--- src/rtl/iterative_logic_shift_unit_pkg.sv ---
// Shared types for the iterative logic/shift unit: op codes, FSM states and
// the shift-amount saturation check.
package ilsu_pkg;

  typedef enum logic [2:0] {
    OP_AND = 3'b000,
    OP_OR  = 3'b001,
    OP_XOR = 3'b010,
    OP_NOT = 3'b011,
    OP_SLL = 3'b100,
    OP_SRL = 3'b101,
    OP_SRA = 3'b110,
    OP_ROL = 3'b111
  } op_e;

  typedef enum logic [1:0] {
    ST_IDLE  = 2'b00,
    ST_SHIFT = 2'b01,
    ST_DONE  = 2'b10
  } state_e;

  localparam int MAX_WIDTH = 64;

  // An amount of WIDTH or more shifts every bit out, so it resolves in one step.
  function automatic logic shamt_saturates(input logic [MAX_WIDTH-1:0] amt, input int width);
    return (amt >= 64'(width));
  endfunction

endpackage

--- src/rtl/iterative_logic_shift_unit_if.sv ---
// Start/done request bus between the ALU control FSM (master) and the
// iterative logic/shift unit (slave).
interface iterative_logic_shift_unit_if #(
  parameter int WIDTH = 16
);
  logic             start;
  logic [2:0]       op;
  logic [WIDTH-1:0] a;
  logic [WIDTH-1:0] b;
  logic             busy;
  logic             done;
  logic [WIDTH-1:0] result;

  modport master (output start, op, a, b, input busy, done, result);
  modport slave  (input start, op, a, b, output busy, done, result);
endinterface

--- src/rtl/iterative_logic_shift_unit_bitwise.sv ---
// Combinational bitwise stage: AND/OR/XOR/NOT selected by the low op bits.
module ilsu_bitwise
  import ilsu_pkg::*;
#(
  parameter int WIDTH = 16
) (
  input  logic [WIDTH-1:0] a_i,
  input  logic [WIDTH-1:0] b_i,
  input  logic [1:0]       sel_i,
  output logic [WIDTH-1:0] y_o
);

  // Pure select among the four bitwise functions.
  always_comb begin
    y_o = '0;
    case (sel_i)
      2'b00:   y_o = a_i & b_i;
      2'b01:   y_o = a_i | b_i;
      2'b10:   y_o = a_i ^ b_i;
      2'b11:   y_o = ~a_i;
      default: y_o = '0;
    endcase
  end

endmodule

--- src/rtl/iterative_logic_shift_unit.sv ---
// Multi-cycle logic/shift unit, one bit position per clock for shifts.
// Optional rotate-left on op 111 is enabled by defining ILSU_ROTATE_EN.
module iterative_logic_shift_unit
  import ilsu_pkg::*;
#(
  parameter int WIDTH   = 16,
  parameter int SHAMT_W = $clog2(WIDTH)
) (
  input logic                         clk,
  input logic                         rst_n,
  iterative_logic_shift_unit_if.slave bus
);

  state_e             state_q;
  op_e                op_q;
  logic [SHAMT_W-1:0] cnt_q;
  logic [WIDTH-1:0]   result_q;
  logic               busy_q;
  logic               done_q;

  op_e                op_in_s;
  logic               sat_s;
  logic [SHAMT_W-1:0] b_low_s;
  logic [WIDTH-1:0]   logic_res_s;
  logic [WIDTH-1:0]   load_val_d;
  logic [SHAMT_W-1:0] load_cnt_d;
  logic               go_shift_d;
  logic [WIDTH-1:0]   step_val_d;

  assign op_in_s = op_e'(bus.op);
  assign sat_s   = shamt_saturates(MAX_WIDTH'(bus.b), WIDTH);
  assign b_low_s = bus.b[SHAMT_W-1:0];

`ifdef ILSU_ROTATE_EN
  logic [SHAMT_W-1:0] rol_amt_s;
  assign rol_amt_s = SHAMT_W'(bus.b % WIDTH);
`endif

  ilsu_bitwise #(.WIDTH(WIDTH)) u_bitwise (
    .a_i   (bus.a),
    .b_i   (bus.b),
    .sel_i (bus.op[1:0]),
    .y_o   (logic_res_s)
  );

  // Value, count and path chosen on the acceptance edge.
  always_comb begin
    load_val_d = bus.a;
    load_cnt_d = '0;
    go_shift_d = 1'b0;
    case (op_in_s)
      OP_AND, OP_OR, OP_XOR, OP_NOT: load_val_d = logic_res_s;
      OP_SLL, OP_SRL: begin
        if (sat_s) begin
          load_val_d = '0;
        end else begin
          load_cnt_d = b_low_s;
          go_shift_d = (b_low_s != '0);
        end
      end
      OP_SRA: begin
        if (sat_s) begin
          load_val_d = {WIDTH{bus.a[WIDTH-1]}};
        end else begin
          load_cnt_d = b_low_s;
          go_shift_d = (b_low_s != '0);
        end
      end
`ifdef ILSU_ROTATE_EN
      OP_ROL: begin
        load_cnt_d = rol_amt_s;
        go_shift_d = (rol_amt_s != '0);
      end
`else
      OP_ROL: load_val_d = '0;
`endif
      default: load_val_d = '0;
    endcase
  end

  // One-bit step applied in each SHIFT cycle.
  always_comb begin
    step_val_d = result_q;
    case (op_q)
      OP_SLL:  step_val_d = {result_q[WIDTH-2:0], 1'b0};
      OP_SRL:  step_val_d = {1'b0, result_q[WIDTH-1:1]};
      OP_SRA:  step_val_d = {result_q[WIDTH-1], result_q[WIDTH-1:1]};
`ifdef ILSU_ROTATE_EN
      OP_ROL:  step_val_d = {result_q[WIDTH-2:0], result_q[WIDTH-1]};
`endif
      default: step_val_d = result_q;
    endcase
  end

  // Control FSM with registered busy/done/result.
  always_ff @(posedge clk or negedge rst_n) begin
    if (!rst_n) begin
      state_q  <= ST_IDLE;
      op_q     <= OP_AND;
      cnt_q    <= '0;
      result_q <= '0;
      busy_q   <= 1'b0;
      done_q   <= 1'b0;
    end else begin
      case (state_q)
        ST_IDLE: begin
          done_q <= 1'b0;
          if (bus.start) begin
            op_q     <= op_in_s;
            result_q <= load_val_d;
            cnt_q    <= load_cnt_d;
            busy_q   <= 1'b1;
            if (go_shift_d) begin
              state_q <= ST_SHIFT;
            end else begin
              state_q <= ST_DONE;
              done_q  <= 1'b1;
            end
          end else begin
            busy_q <= 1'b0;
          end
        end
        ST_SHIFT: begin
          result_q <= step_val_d;
          cnt_q    <= cnt_q - SHAMT_W'(1);
          if (cnt_q == SHAMT_W'(1)) begin
            state_q <= ST_DONE;
            done_q  <= 1'b1;
          end else begin
            state_q <= ST_SHIFT;
          end
        end
        ST_DONE: begin
          state_q <= ST_IDLE;
          busy_q  <= 1'b0;
          done_q  <= 1'b0;
        end
        default: begin
          state_q <= ST_IDLE;
          busy_q  <= 1'b0;
          done_q  <= 1'b0;
        end
      endcase
    end
  end

  assign bus.busy   = busy_q;
  assign bus.done   = done_q;
  assign bus.result = result_q;

endmodule

--- src/flat_wrapper.sv ---
// flat-port wrapper written by rule: the top's interface ports become plain ports
module iterative_logic_shift_unit_flat import ilsu_pkg::*;
#(
  parameter int WIDTH   = 16,
  parameter int SHAMT_W = $clog2(WIDTH)
)
  (clk, rst_n, bus_start, bus_op, bus_a, bus_b, bus_busy, bus_done, bus_result);
  iterative_logic_shift_unit_if #(.WIDTH(WIDTH)) bus_i ();
  input logic clk;
  input logic rst_n;
  input wire logic [$bits(bus_i.start)-1:0] bus_start;
  input wire logic [$bits(bus_i.op)-1:0] bus_op;
  input wire logic [$bits(bus_i.a)-1:0] bus_a;
  input wire logic [$bits(bus_i.b)-1:0] bus_b;
  output wire logic [$bits(bus_i.busy)-1:0] bus_busy;
  output wire logic [$bits(bus_i.done)-1:0] bus_done;
  output wire logic [$bits(bus_i.result)-1:0] bus_result;
  assign bus_i.start = bus_start;
  assign bus_i.op = bus_op;
  assign bus_i.a = bus_a;
  assign bus_i.b = bus_b;
  assign bus_busy = bus_i.busy;
  assign bus_done = bus_i.done;
  assign bus_result = bus_i.result;
  iterative_logic_shift_unit #(.WIDTH(WIDTH), .SHAMT_W(SHAMT_W)) u_core (.clk(clk), .rst_n(rst_n), .bus(bus_i));
endmodule
--- config.mk ---
export PLATFORM = sky130hd
export DESIGN_NAME = iterative_logic_shift_unit_flat
export DESIGN_NICKNAME = d
export VERILOG_FILES = /design/src/rtl/iterative_logic_shift_unit_pkg.sv /design/src/rtl/iterative_logic_shift_unit_if.sv /design/src/rtl/iterative_logic_shift_unit_bitwise.sv /design/src/rtl/iterative_logic_shift_unit.sv /design/src/flat_wrapper.sv
export SDC_FILE = /design/constraint.sdc
export NUM_CORES = 1
export LEC_CHECK = 0
export CAP_MARGIN = 20
export CORE_MARGIN = 5
export CORE_UTILIZATION = 53
export DETAILED_ROUTE_END_ITERATION = 12
export MAX_ROUTING_LAYER = met4
export PLACE_DENSITY = 0.81
export SLEW_MARGIN = 5
export SYNTH_ARGS = -nofsm -noshare
export SYNTH_HDL_FRONTEND = slang
export SYNTH_SLANG_ARGS = --single-unit
export TNS_END_PERCENT = 100
--- constraint.sdc ---
create_clock -name clk -period 2.1 [get_ports clk]
set_input_delay 0.21 -clock clk [delete_from_list [all_inputs] [get_ports clk]]
set_output_delay 0.21 -clock clk [all_outputs]
set_load 0.01 [all_outputs]
==> results of run 1 <==
## critical path: stages, from the launching register on
cell and delay, ns:
sky130_fd_sc_hd__dfrtp_1 0.48, sky130_fd_sc_hd__nor2b_4 0.17, sky130_fd_sc_hd__o21ai_4 0.44, sky130_fd_sc_hd__mux2_4 0.36, sky130_fd_sc_hd__a221oi_2 0.26, sky130_fd_sc_hd__a21oi_1 0.10
## per-layer routing
metal | part of all wire | GRT usage | wire length, um
met1 | 0.43 | 0.282 | 3210
met2 | 0.48 | 0.358 | 3600
met3 | 0.074 | 0.0207 | 554
met4 | 0.015 | 0.0614 | 112
met5 | 0 | - | 0
## Yosys cell counts, drive strengths merged (3+ instances only)
cell type | count | area [sq um]
a211oi | 5 | 37.5
a221oi | 6 | 71.3
ha | 34 | 425
inv | 52 | 195
nand2 | 32 | 120
o22ai | 11 | 68.8
o221ai | 6 | 52.6
mux2i | 9 | 90.1
o32a | 5 | 50.1
nand3 | 6 | 42.5
nand2b | 5 | 31.3
mux2 | 10 | 120
buf | 19 | 113
a31oi | 5 | 31.3
mux4 | 5 | 113
a22oi | 3 | 22.5
o21ai | 32 | 179
nor4 | 4 | 70.1
dfrtp | 27 | 676
nor2 | 22 | 85.1
a21oi | 13 | 65.1
nor2b | 6 | 52.6
## per-stage QoR
step	total power, mW	hold slack, ns	area [sq um]	setup slack, ns
final	1.72	0.319	3680	0.166
after global routing	1.82	0.341	3680	0.0772
after CTS	1.72	0.336	3680	0.181
after detailed placement	1.41	0.474	3630	-0.0678
after global placement	1.38	0.463	3630	0.0216
after floorplan	1.07	-0.0856	2890	0.449
## power by group through the flow
stage / logic (mW) / registers, mW / clock network (mW)
floorplan: 0.391 / 0.677 / 0
global placement: 0.701 / 0.680 / 0
detailed placement: 0.723 / 0.683 / 0
CTS: 0.726 / 0.672 / 0.318
global route: 0.793 / 0.681 / 0.346
finish: 0.727 / 0.674 / 0.323
## kinds of logic (layout without fill, tap and decap cells)
kind of cell             Yosys count  after routing  synth area share
adder cells (fa/ha/maj)           34             34             0.147
flip-flops                        27             27             0.234
AND/OR/NAND/NOR                   84             84             0.161
buffers and inverters             73            137             0.109
multiplexers                      24             24             0.112
AO/OA/AOI/OAI                     99             99             0.237
## flip-flops by register name (all words and copies together) (netlist names)
signal,flops
u_core.bus.busy,1
u_core.bus.done,1
u_core.bus.result,16
u_core.cnt_q,4
u_core.op_q,3
u_core.state_q,2
## area by class of cell
cell class              count  area, sq um  area share
flip-flops and latches     27          676       0.184
clock inverters             1         7.51     0.00204
multi-input cells         241         1900       0.516
repair buffers             81          771       0.210
well taps                  70         87.6      0.0238
clock buffers               3         41.3      0.0112
inverters                  52          195      0.0531
## worst min path at each step
stage | startpoint | endpoint | slack [ns]
finish | rst_n | u_core.bus.result[1] | 0.32
global route | rst_n | u_core.bus.result[2] | 0.34
CTS | rst_n | u_core.bus.result[2] | 0.34
detailed placement | u_core.bus.busy | u_core.bus.busy | 0.47
global placement | u_core.bus.busy | u_core.bus.busy | 0.46
floorplan | rst_n | u_core.bus.busy | -0.09
==> key figures, run 1 <==
Power and ir drop
  – Comb power frac: 0.422
  – Proportion of power drawn by the clock network: 0.188
  – Maximum ir drop on the vdd rail: 0.319 mV
  – Leakage component of the power: 1.67 nW
  – Switching portion of total power: 0.355
  – Sequential share of power: 0.391
  – Switching power total: 612 uW
  – Cell Pwr Density: 469 mW/mm^2
  – Int Pwr: 1.11 mW

Setup path
  – Data required time of the critical path: 2.27 ns
  – Critical path startpoint category: flip-flop
  – Setup slack of the worst register-to-register path: 0.17 ns
  – Endpoint of the most critical register-to-register path: u_core.bus.result[9]
  – Critical R2R Launch: u_core.op_q[1]
  – Number of cell instances on the worst register-to-register path: 5
  – Crit path max fanout: 16
  – Beginning of the critical path: u_core.op_q[1]
  – Destination of the critical timing path: u_core.bus.result[9]
  – Endpoint arrival time on the critical path: 2.11 ns
  – Endpoint kind of the worst setup timing path: flip-flop
  – Start-to-end type of the worst setup path: flip-flop to flip-flop

Routing
  – Routed Antenna Nets: 0
  – Detailed-route via count: 2798
  – Detailed-route DRC error count: 0
  – Drt first-iter violations: 173
  – Total wire length after detailed routing: 7470 um
  – Drt pass-1 iters: 6
  – Mean routed wirelength per cell: 15.7 um
  – Average vias per placed instance: 5.89

Floorplan
  – Width of the die: 83.8 um
  – DIE AREA: 0.00703 sq mm
  – Ports: 56
  – Initial core utilization: 0.555
  – Core box area: 0.00520 sq mm
  – Total number of placement rows: 26
  – Vert. Die Dim: 83.8 um

Timing
  – Slew at the pin with the worst max-slew slack: 0.506 ns
  – Total setup violations reported at the end of the flow: 0
  – Ratio of final minimum period to clock period: 0.921
  – Setup repair after global routing missed its margin: false
  – Worst relative slew slack: 0.662
  – Worst clock skew: 0.00222 ns
  – Final critical delay including setup and external delays: 1.93 ns
  – Setup Total Neg Slack: 0 ns
  – Hold Vio Cnt, Final: 0
  – Max frequency: 0.517 GHz
  – Final Max Slew Viols: 0

Cells and area
  – Fraction of layout cells with a size suffix above 1: 0.143
  – Final net count: 478
  – Leading cell types in the layout, fill and taps excluded: sky130_fd_sc_hd__clkdlybuf4s50_1, sky130_fd_sc_hd__inv_1, sky130_fd_sc_hd__ha_1, sky130_fd_sc_hd__nand2_1, sky130_fd_sc_hd__dfrtp_1
  – Antenna diode instance count: 0
  – Non-filler instance count after layout: 475
  – Most common cell after layout, fill and taps aside: sky130_fd_sc_hd__clkdlybuf4s50_1
  – Layout filler cell count: 409
  – Layout-stage area growth over the synthesis result: 27.2%
  – Final core occ: 0.706

Yosys
  – Gate count after technology mapping: 341
  – Number of warning messages in the yosys log: 0
  – Area of the mapped netlist: 0.00289 sq mm
  – Prevailing post-synth register cell: sky130_fd_sc_hd__dfrtp_1
  – Count of flip-flops with a built-in enable after synthesis: 0
  – Fraction of registers with async set/reset: 1.00
  – Mean post-synth cell area: 8.47 sq um
  – Number of synthesized register bits: 27
  – Proportion of synthesized chip area in sequential cells: 0.234
  – Net count after synthesis: 413
  – Number of library cell types mapped by synthesis: 51

Global route
  – All-layer global routing usage: 0.216
  – Via count of the first global-routing pass: 2601
  – Initial antenna violation count: 0
  – Overflow left after global routing: 0
  – Global-route wire length before repair: 12300 um
  – Maximum number of pins on one net before global-route repair: 30

Place
  – Cells after DPL: 471
  – HPWL Detailed: 6050 um
  – Port buffer count: 55
  – Gpl congestion: 0.916

CTS
  – Post-CTS setup buffer count: 0
  – Worst-skew pair later-pin latency: 0.29 ns
  – TritonCTS clock tree: yes
  – Clock net sink count: 27
  – PostCTS Resize Cnt: 0
  – Number of buffers created by CTS: 3
  – Clock-pin slew of the registers on the worst-case setup and hold paths: 0.10 ns
  – Clock Tree Buf Depth: 2
  – Post-cts hold buffer count: 0
  – Root Driver: sky130_fd_sc_hd__clkbuf_8
  – H-tree levels: 1

Job
  – Number of violations of the max-capacitance limit: 0

Hold path
  – Hold WC Path Type: primary input to asynchronous set/reset pin

Status
  – Status: finished clean
No activity file was read; power rests on OpenSTA's default activity.
==> inputs of run 2 (changes only) <==
--- a/config.mk
+++ b/config.mk
@@ -7,10 +7,11 @@
 export LEC_CHECK = 0
 export CAP_MARGIN = 20
 export CORE_MARGIN = 5
-export CORE_UTILIZATION = 53
+export CORE_UTILIZATION = 60
 export DETAILED_ROUTE_END_ITERATION = 12
+export DONT_BUFFER_PORTS = 1
 export MAX_ROUTING_LAYER = met4
-export PLACE_DENSITY = 0.81
+export PLACE_DENSITY = 0.76
 export SLEW_MARGIN = 5
 export SYNTH_ARGS = -nofsm -noshare
 export SYNTH_HDL_FRONTEND = slang
==> key figures, run 2 (synthesized netlist as in run 1, its figures left out) <==
Status
  – Status: finished clean (unchanged)

Place
  – Gpl congestion: 0.833 (was 0.916)
  – HPWL Detailed: 5420 um (was 6050 um)
  – Port buffer count: 0 (was 55)
  – Cells after DPL: 381 (was 471)

Power and ir drop
  – Power Total: 1.45 mW (was 1.72 mW)
  – Switching power total: 510 uW (was 612 uW)
  – Int Pwr: 944 uW (was 1.11 mW)
  – Leakage component of the power: 1.37 nW (was 1.67 nW)
  – Comb power frac: 0.300 (was 0.422)
  – Switching portion of total power: 0.351 (was 0.355)
  – Maximum ir drop on the vdd rail: 0.285 mV (was 0.319 mV)
  – Cell Pwr Density: 490 mW/mm^2 (was 469 mW/mm^2)
  – Sequential share of power: 0.489 (was 0.391)
  – Proportion of power drawn by the clock network: 0.211 (was 0.188)

Timing
  – Worst clock skew: 0.00320 ns (was 0.00222 ns)
  – Final critical delay including setup and external delays: 1.95 ns (was 1.93 ns)
  – Final Max Slew Viols: 0 (unchanged)
  – Hold Vio Cnt, Final: 0 (unchanged)
  – Slew at the pin with the worst max-slew slack: 0.535 ns (was 0.506 ns)
  – Worst relative slew slack: 0.640 (was 0.662)
  – Total setup violations reported at the end of the flow: 0 (unchanged)
  – Setup repair after global routing missed its margin: false (unchanged)
  – Max frequency: 0.512 GHz (was 0.517 GHz)
  – Setup Total Neg Slack: 0 ns (unchanged)
  – Ratio of final minimum period to clock period: 0.931 (was 0.921)
  – Post-Route Hold Slack: 0.0784 ns (was 0.319 ns)

Setup path
  – Max stage delay on crit path: 0.51 ns (was 0.48 ns)
  – Crit path max fanout: 16 (unchanged)
  – Endpoint arrival time on the critical path: 2.12 ns (was 2.11 ns)
  – Data required time of the critical path: 2.26 ns (was 2.27 ns)
  – Endpoint kind of the worst setup timing path: flip-flop (unchanged)
  – Cell-by-cell trace of the critical path: nor2b_4 -> o21ai_4 -> mux2_4 -> a221oi_2 -> a21oi_1 (unchanged)
  – Critical path startpoint category: flip-flop (unchanged)
  – CP top delay family: compound AO/OA/AOI/OAI gates (unchanged)
  – Start-to-end type of the worst setup path: flip-flop to flip-flop (unchanged)
  – Crit-path slowest cell: sky130_fd_sc_hd__dfrtp_1 (unchanged)
  – Critical path buffers and inverters: 0 (unchanged)

CTS
  – PostCTS Resize Cnt: 0 (unchanged)
  – Root Driver: sky130_fd_sc_hd__clkbuf_8 (unchanged)
  – Clock-pin slew of the registers on the worst-case setup and hold paths: 0.10 ns (about the same)
  – Clock net sink count: 27 (unchanged)
  – Post-CTS setup buffer count: 0 (unchanged)
  – TritonCTS clock tree: yes (unchanged)
  – Worst-skew pair later-pin latency: 0.28 ns (was 0.29 ns)
  – H-tree levels: 1 (unchanged)
  – Clock Tree Buf Depth: 2 (unchanged)
  – Number of buffers created by CTS: 3 (unchanged)

Cells and area
  – Layout-stage area growth over the synthesis result: 2.60% (was 27.2%)
  – Fraction of layout cells with a size suffix above 1: 0.117 (was 0.143)
  – Max reg flops: 16 (unchanged)
  – Non-filler instance count after layout: 387 (was 475)
  – Final net count: 406 (was 478)
  – Leading cell types in the layout, fill and taps excluded: sky130_fd_sc_hd__inv_1, sky130_fd_sc_hd__ha_1, sky130_fd_sc_hd__nand2_1, sky130_fd_sc_hd__dfrtp_1, sky130_fd_sc_hd__nor2_1 (was sky130_fd_sc_hd__clkdlybuf4s50_1, sky130_fd_sc_hd__inv_1, sky130_fd_sc_hd__ha_1, sky130_fd_sc_hd__nand2_1, sky130_fd_sc_hd__dfrtp_1)
  – Register area: 676 sq um (unchanged)
  – Antenna diode instance count: 0 (unchanged)
  – Most common cell after layout, fill and taps aside: sky130_fd_sc_hd__inv_1 (was sky130_fd_sc_hd__clkdlybuf4s50_1)
  – Layout filler cell count: 409 (unchanged)
  – Multi-input gate area in the final layout: 0.00190 sq mm (unchanged)

Floorplan
  – Total number of placement rows: 25 (was 26)
  – Core box area: 0.00469 sq mm (was 0.00520 sq mm)
  – DIE AREA: 0.00630 sq mm (was 0.00703 sq mm)
  – Ports: 56 (unchanged)
  – Width of the die: 79.4 um (was 83.8 um)
  – Initial core utilization: 0.616 (was 0.555)
  – Vert. Die Dim: 79.4 um (was 83.8 um)

Routing
  – Mean routed wirelength per cell: 18.1 um (was 15.7 um)
  – Detailed-route via count: 2458 (was 2798)
  – Total wire length after detailed routing: 7010 um (was 7470 um)
  – Drt first-iter violations: 178 (was 173)
  – Average vias per placed instance: 6.35 (was 5.89)
  – Detailed-route DRC error count: 0 (unchanged)
  – Routed Antenna Nets: 0 (unchanged)
  – Drt pass-1 iters: 5 (was 6)

Global route
  – Overflow left after global routing: 0 (unchanged)
  – Maximum number of pins on one net before global-route repair: 46 (was 30)
  – All-layer global routing usage: 0.242 (was 0.216)
  – Via count of the first global-routing pass: 2398 (was 2601)
  – Initial antenna violation count: 0 (unchanged)
  – Global-route wire length before repair: 11900 um (was 12300 um)

Job
  – Number of violations of the max-capacitance limit: 0 (unchanged)

Hold path
  – Hold WC Path Type: primary input to flip-flop (was primary input to asynchronous set/reset pin)
-- run 2: changes by cell type in the layout (fill, tap and decap cells not counted) --
cell | before | now
sky130_fd_sc_hd__buf_12 | 2 | 1
sky130_fd_sc_hd__buf_4 | 24 | 7
sky130_fd_sc_hd__clkinvlp_4 | 1 | 0
sky130_fd_sc_hd__clkbuf_1 | 0 | 1
sky130_fd_sc_hd__dlygate4sd3_1 | 0 | 1
sky130_fd_sc_hd__clkdlybuf4s50_1 | 55 | 0
-- run 2: final timing paths --
path / from / endpoint / slack (ns) / depth (start not counted)
setup / recovery: u_core.op_q[0] / u_core.bus.result[9] / 0.15 / 5
max in group asynchronous: rst_n / u_core.op_q[0] / 1.58 / 2
setup reg to reg: u_core.op_q[0] / u_core.bus.result[9] / 0.15 / 5
min in group asynchronous: rst_n / u_core.cnt_q[1] / 0.36 / 2
hold reg to reg: u_core.bus.busy / u_core.bus.busy / 0.56 / 1
hold / removal: bus_op[2] / u_core.op_q[2] / 0.08 / 1
-- run 2: per-stage QoR --
stage	area [sq um]	utilization	worst slack, ns
3_5_place_dp	2890	0.616	0.177
6_report	2960	0.632	0.146
3_3_place_gp	2890	0.616	0.219
4_1_cts	2960	0.632	0.154
2_1_floorplan	2890	-	0.449
5_1_grt	2960	0.632	0.0143
-- run 2: what timing repair did --
| item | in CTS | in global routing |
|---|---|---|
| endpoints found under the hold margin | 27 | 0 |
| hold buffers | 2 | 0 |
| setup endpoints to repair | 0 | 0 |
-- run 2: layout make-up --
class                   instances  area share
clock buffers                   4      0.0152
flip-flops and latches         27       0.228
inverters                      52      0.0659
multi-input cells             241       0.640
well taps                      54      0.0228
repair buffers                  9      0.0279
-- run 2: power by group through the flow --
stage	clock, mW	sequential (mW)	combinational [mW]
5_1_grt	0.330	0.723	0.497
4_1_cts	0.309	0.711	0.437
3_3_place_gp	0	0.720	0.402
6_report	0.307	0.710	0.436
3_5_place_dp	0	0.722	0.417
2_1_floorplan	0	0.677	0.391
-- run 2: metal layers --
| metal | global-route usage | up-vias | part of all wire |
|---|---|---|---|
| li1 | - | 1191 | - |
| met1 | 0.335 | 1168 | 0.45 |
| met2 | 0.364 | 95 | 0.45 |
| met3 | 0.0553 | 4 | 0.085 |
| met4 | 0.0515 | 0 | 0.0090 |
| met5 | - | - | 0 |
==> inputs of run 3 (changes only) <==
--- a/config.mk
+++ b/config.mk
@@ -7,11 +7,11 @@
 export LEC_CHECK = 0
 export CAP_MARGIN = 20
 export CORE_MARGIN = 5
-export CORE_UTILIZATION = 60
+export CORE_UTILIZATION = 55
 export DETAILED_ROUTE_END_ITERATION = 12
 export DONT_BUFFER_PORTS = 1
 export MAX_ROUTING_LAYER = met4
-export PLACE_DENSITY = 0.76
+export PLACE_DENSITY = 0.7
 export SLEW_MARGIN = 5
 export SYNTH_ARGS = -nofsm -noshare
 export SYNTH_HDL_FRONTEND = slang
==> key figures, run 3 (synthesized netlist as in run 1, its figures left out) <==
Place
  – Port buffer count: 0 (unchanged)
  – HPWL Detailed: 5470 um (was 5420 um)
  – Worst slack after detailed placement: 0.156 ns (was 0.177 ns)
  – Cells after DPL: 397 (was 381)
  – Gpl congestion: 0.833 (about the same)
  – Post-DP Area: 0.00291 sq mm (was 0.00289 sq mm)

CTS
  – Clock-pin slew of the registers on the worst-case setup and hold paths: 0.10 ns (about the same)
  – PostCTS Resize Cnt: 0 (unchanged)
  – H-tree levels: 1 (unchanged)
  – Clock net sink count: 27 (unchanged)
  – Root Driver: sky130_fd_sc_hd__clkbuf_8 (unchanged)
  – TritonCTS clock tree: yes (unchanged)
  – Clock Tree Buf Depth: 2 (unchanged)
  – Number of buffers created by CTS: 3 (unchanged)
  – Worst-skew pair later-pin latency: 0.28 ns (about the same)

Hold path
  – Depth of the worst hold-timing path: 1 (unchanged)
  – Hold worst-path end: u_core.op_q[2] (unchanged)
  – Beginning of the worst hold path: bus_op[2] (unchanged)
  – Hold WC Path Type: primary input to flip-flop (unchanged)

Timing
  – Hold Vio Cnt, Final: 0 (unchanged)
  – Worst clock skew: 0.00159 ns (was 0.00320 ns)
  – Total setup violations reported at the end of the flow: 0 (unchanged)
  – Worst setup margin: 0.113 ns (was 0.146 ns)
  – Final Max Slew Viols: 0 (unchanged)
  – Worst relative slew slack: 0.662 (was 0.640)
  – Final critical delay including setup and external delays: 1.99 ns (was 1.95 ns)
  – Ratio of final minimum period to clock period: 0.946 (was 0.931)
  – Post-Route Hold Slack: 0.0717 ns (was 0.0784 ns)
  – Max frequency: 0.503 GHz (was 0.512 GHz)
  – Setup Total Neg Slack: 0 ns (unchanged)
  – Slew at the pin with the worst max-slew slack: 0.506 ns (was 0.535 ns)
  – Setup repair after global routing missed its margin: false (unchanged)

Floorplan
  – Width of the die: 82.5 um (was 79.4 um)
  – Vert. Die Dim: 82.5 um (was 79.4 um)
  – DIE AREA: 0.00680 sq mm (was 0.00630 sq mm)
  – Total number of placement rows: 26 (was 25)
  – Core box area: 0.00511 sq mm (was 0.00469 sq mm)
  – Initial core utilization: 0.566 (was 0.616)
  – Ports: 56 (unchanged)

Cells and area
  – Fraction of layout cells with a size suffix above 1: 0.117 (unchanged)
  – Leading cell types in the layout, fill and taps excluded: sky130_fd_sc_hd__inv_1, sky130_fd_sc_hd__ha_1, sky130_fd_sc_hd__nand2_1, sky130_fd_sc_hd__dfrtp_1, sky130_fd_sc_hd__nor2_1 (unchanged)
  – Final net count: 406 (unchanged)
  – Post-layout instance area: 0.00298 sq mm (was 0.00296 sq mm)
  – Non-filler instance count after layout: 403 (was 387)
  – Layout-stage area growth over the synthesis result: 3.29% (was 2.60%)
  – Antenna diode instance count: 0 (unchanged)
  – Most common cell after layout, fill and taps aside: sky130_fd_sc_hd__inv_1 (unchanged)
  – Max reg flops: 16 (unchanged)

Setup path
  – Endpoint of the most critical register-to-register path: u_core.bus.result[9] (unchanged)
  – Setup slack of the worst register-to-register path: 0.11 ns (was 0.15 ns)
  – Endpoint arrival time on the critical path: 2.15 ns (was 2.12 ns)
  – Start-to-end type of the worst setup path: flip-flop to flip-flop (unchanged)
  – Number of cell instances on the worst register-to-register path: 5 (unchanged)
  – Beginning of the critical path: u_core.op_q[0] (unchanged)
  – Critical R2R Launch: u_core.op_q[0] (unchanged)
  – Endpoint kind of the worst setup timing path: flip-flop (unchanged)
  – Crit path max fanout: 16 (unchanged)
  – Critical path startpoint category: flip-flop (unchanged)
  – Data required time of the critical path: 2.26 ns (about the same)

Power and ir drop
  – Cell Pwr Density: 490 mW/mm^2 (about the same)
  – Maximum ir drop on the vdd rail: 0.287 mV (was 0.285 mV)
  – Leakage component of the power: 1.37 nW (about the same)

Global route
  – Initial antenna violation count: 0 (unchanged)
  – Global-route wire length before repair: 11500 um (was 11900 um)
  – Overflow left after global routing: 0 (unchanged)
  – Via count of the first global-routing pass: 2289 (was 2398)
  – Maximum number of pins on one net before global-route repair: 46 (unchanged)
  – All-layer global routing usage: 0.226 (was 0.242)

Routing
  – Mean routed wirelength per cell: 17.4 um (was 18.1 um)
  – Detailed-route via count: 2459 (was 2458)
  – Drt pass-1 iters: 5 (unchanged)
  – Average vias per placed instance: 6.10 (was 6.35)
  – Drt first-iter violations: 242 (was 178)
  – Total wire length after detailed routing: 7020 um (was 7010 um)
  – Routed Antenna Nets: 0 (unchanged)
  – Detailed-route DRC error count: 0 (unchanged)

Job
  – Number of violations of the max-capacitance limit: 0 (unchanged)

Status
  – Status: finished clean (unchanged)
-- run 3: cell counts in the layout (fill, tap and decap cells not counted) --
No cell type changed its count.
-- run 3: worst max-delay path by stage --
stage	to	slack [ns]
after floorplan	u_core.bus.result[9]	0.45
after global placement	u_core.bus.result[9]	0.22
after detailed placement	u_core.bus.result[9]	0.16
after CTS	u_core.bus.result[9]	0.14
after global routing	u_core.bus.result[9]	0.02
final	u_core.bus.result[9]	0.11
-- run 3: layout make-up --
class,instances,area [sq um]
fillers,475,2120
repair buffers,9,82.6
well taps,70,87.6
multi-input cells,241,1900
clock buffers,4,45.0
flip-flops and latches,27,676
inverters,52,195
-- run 3: metal layers --
metal	share of wire	vias to the layer above	track usage
met4	0.013	0	0.0598
li1	-	1190	-
met2	0.45	74	0.337
met3	0.069	8	0.0499
met1	0.46	1187	0.310
met5	0	-	-
-- run 3: worst max-delay path, stage by stage, from the launching register on --
cell                       delay (ns)
sky130_fd_sc_hd__dfrtp_1         0.51
sky130_fd_sc_hd__nor2b_4         0.20
sky130_fd_sc_hd__o21ai_4         0.42
sky130_fd_sc_hd__mux2_4          0.36
sky130_fd_sc_hd__a221oi_2        0.26
sky130_fd_sc_hd__a21oi_1         0.11
-- run 3: what timing repair did --
| item | in CTS | in global routing |
|---|---|---|
| hold buffers | 2 | 0 |
| setup buffers | 0 | 0 |
| endpoints found under the hold margin | 27 | 0 |
-- run 3: through the flow --
step	utilization	power, mW
final	0.584	1.46
after global routing	0.584	1.55
after CTS	0.584	1.46
after detailed placement	0.570	1.14
after global placement	0.570	1.12
after floorplan	-	1.07
-- run 3: power by group --
group	switching, mW	internal [mW]	leakage (nW)
registers	0.125	0.585	0.329
logic	0.214	0.224	1.02
clock network	0.177	0.137	0.0228
total	0.516	0.946	1.37
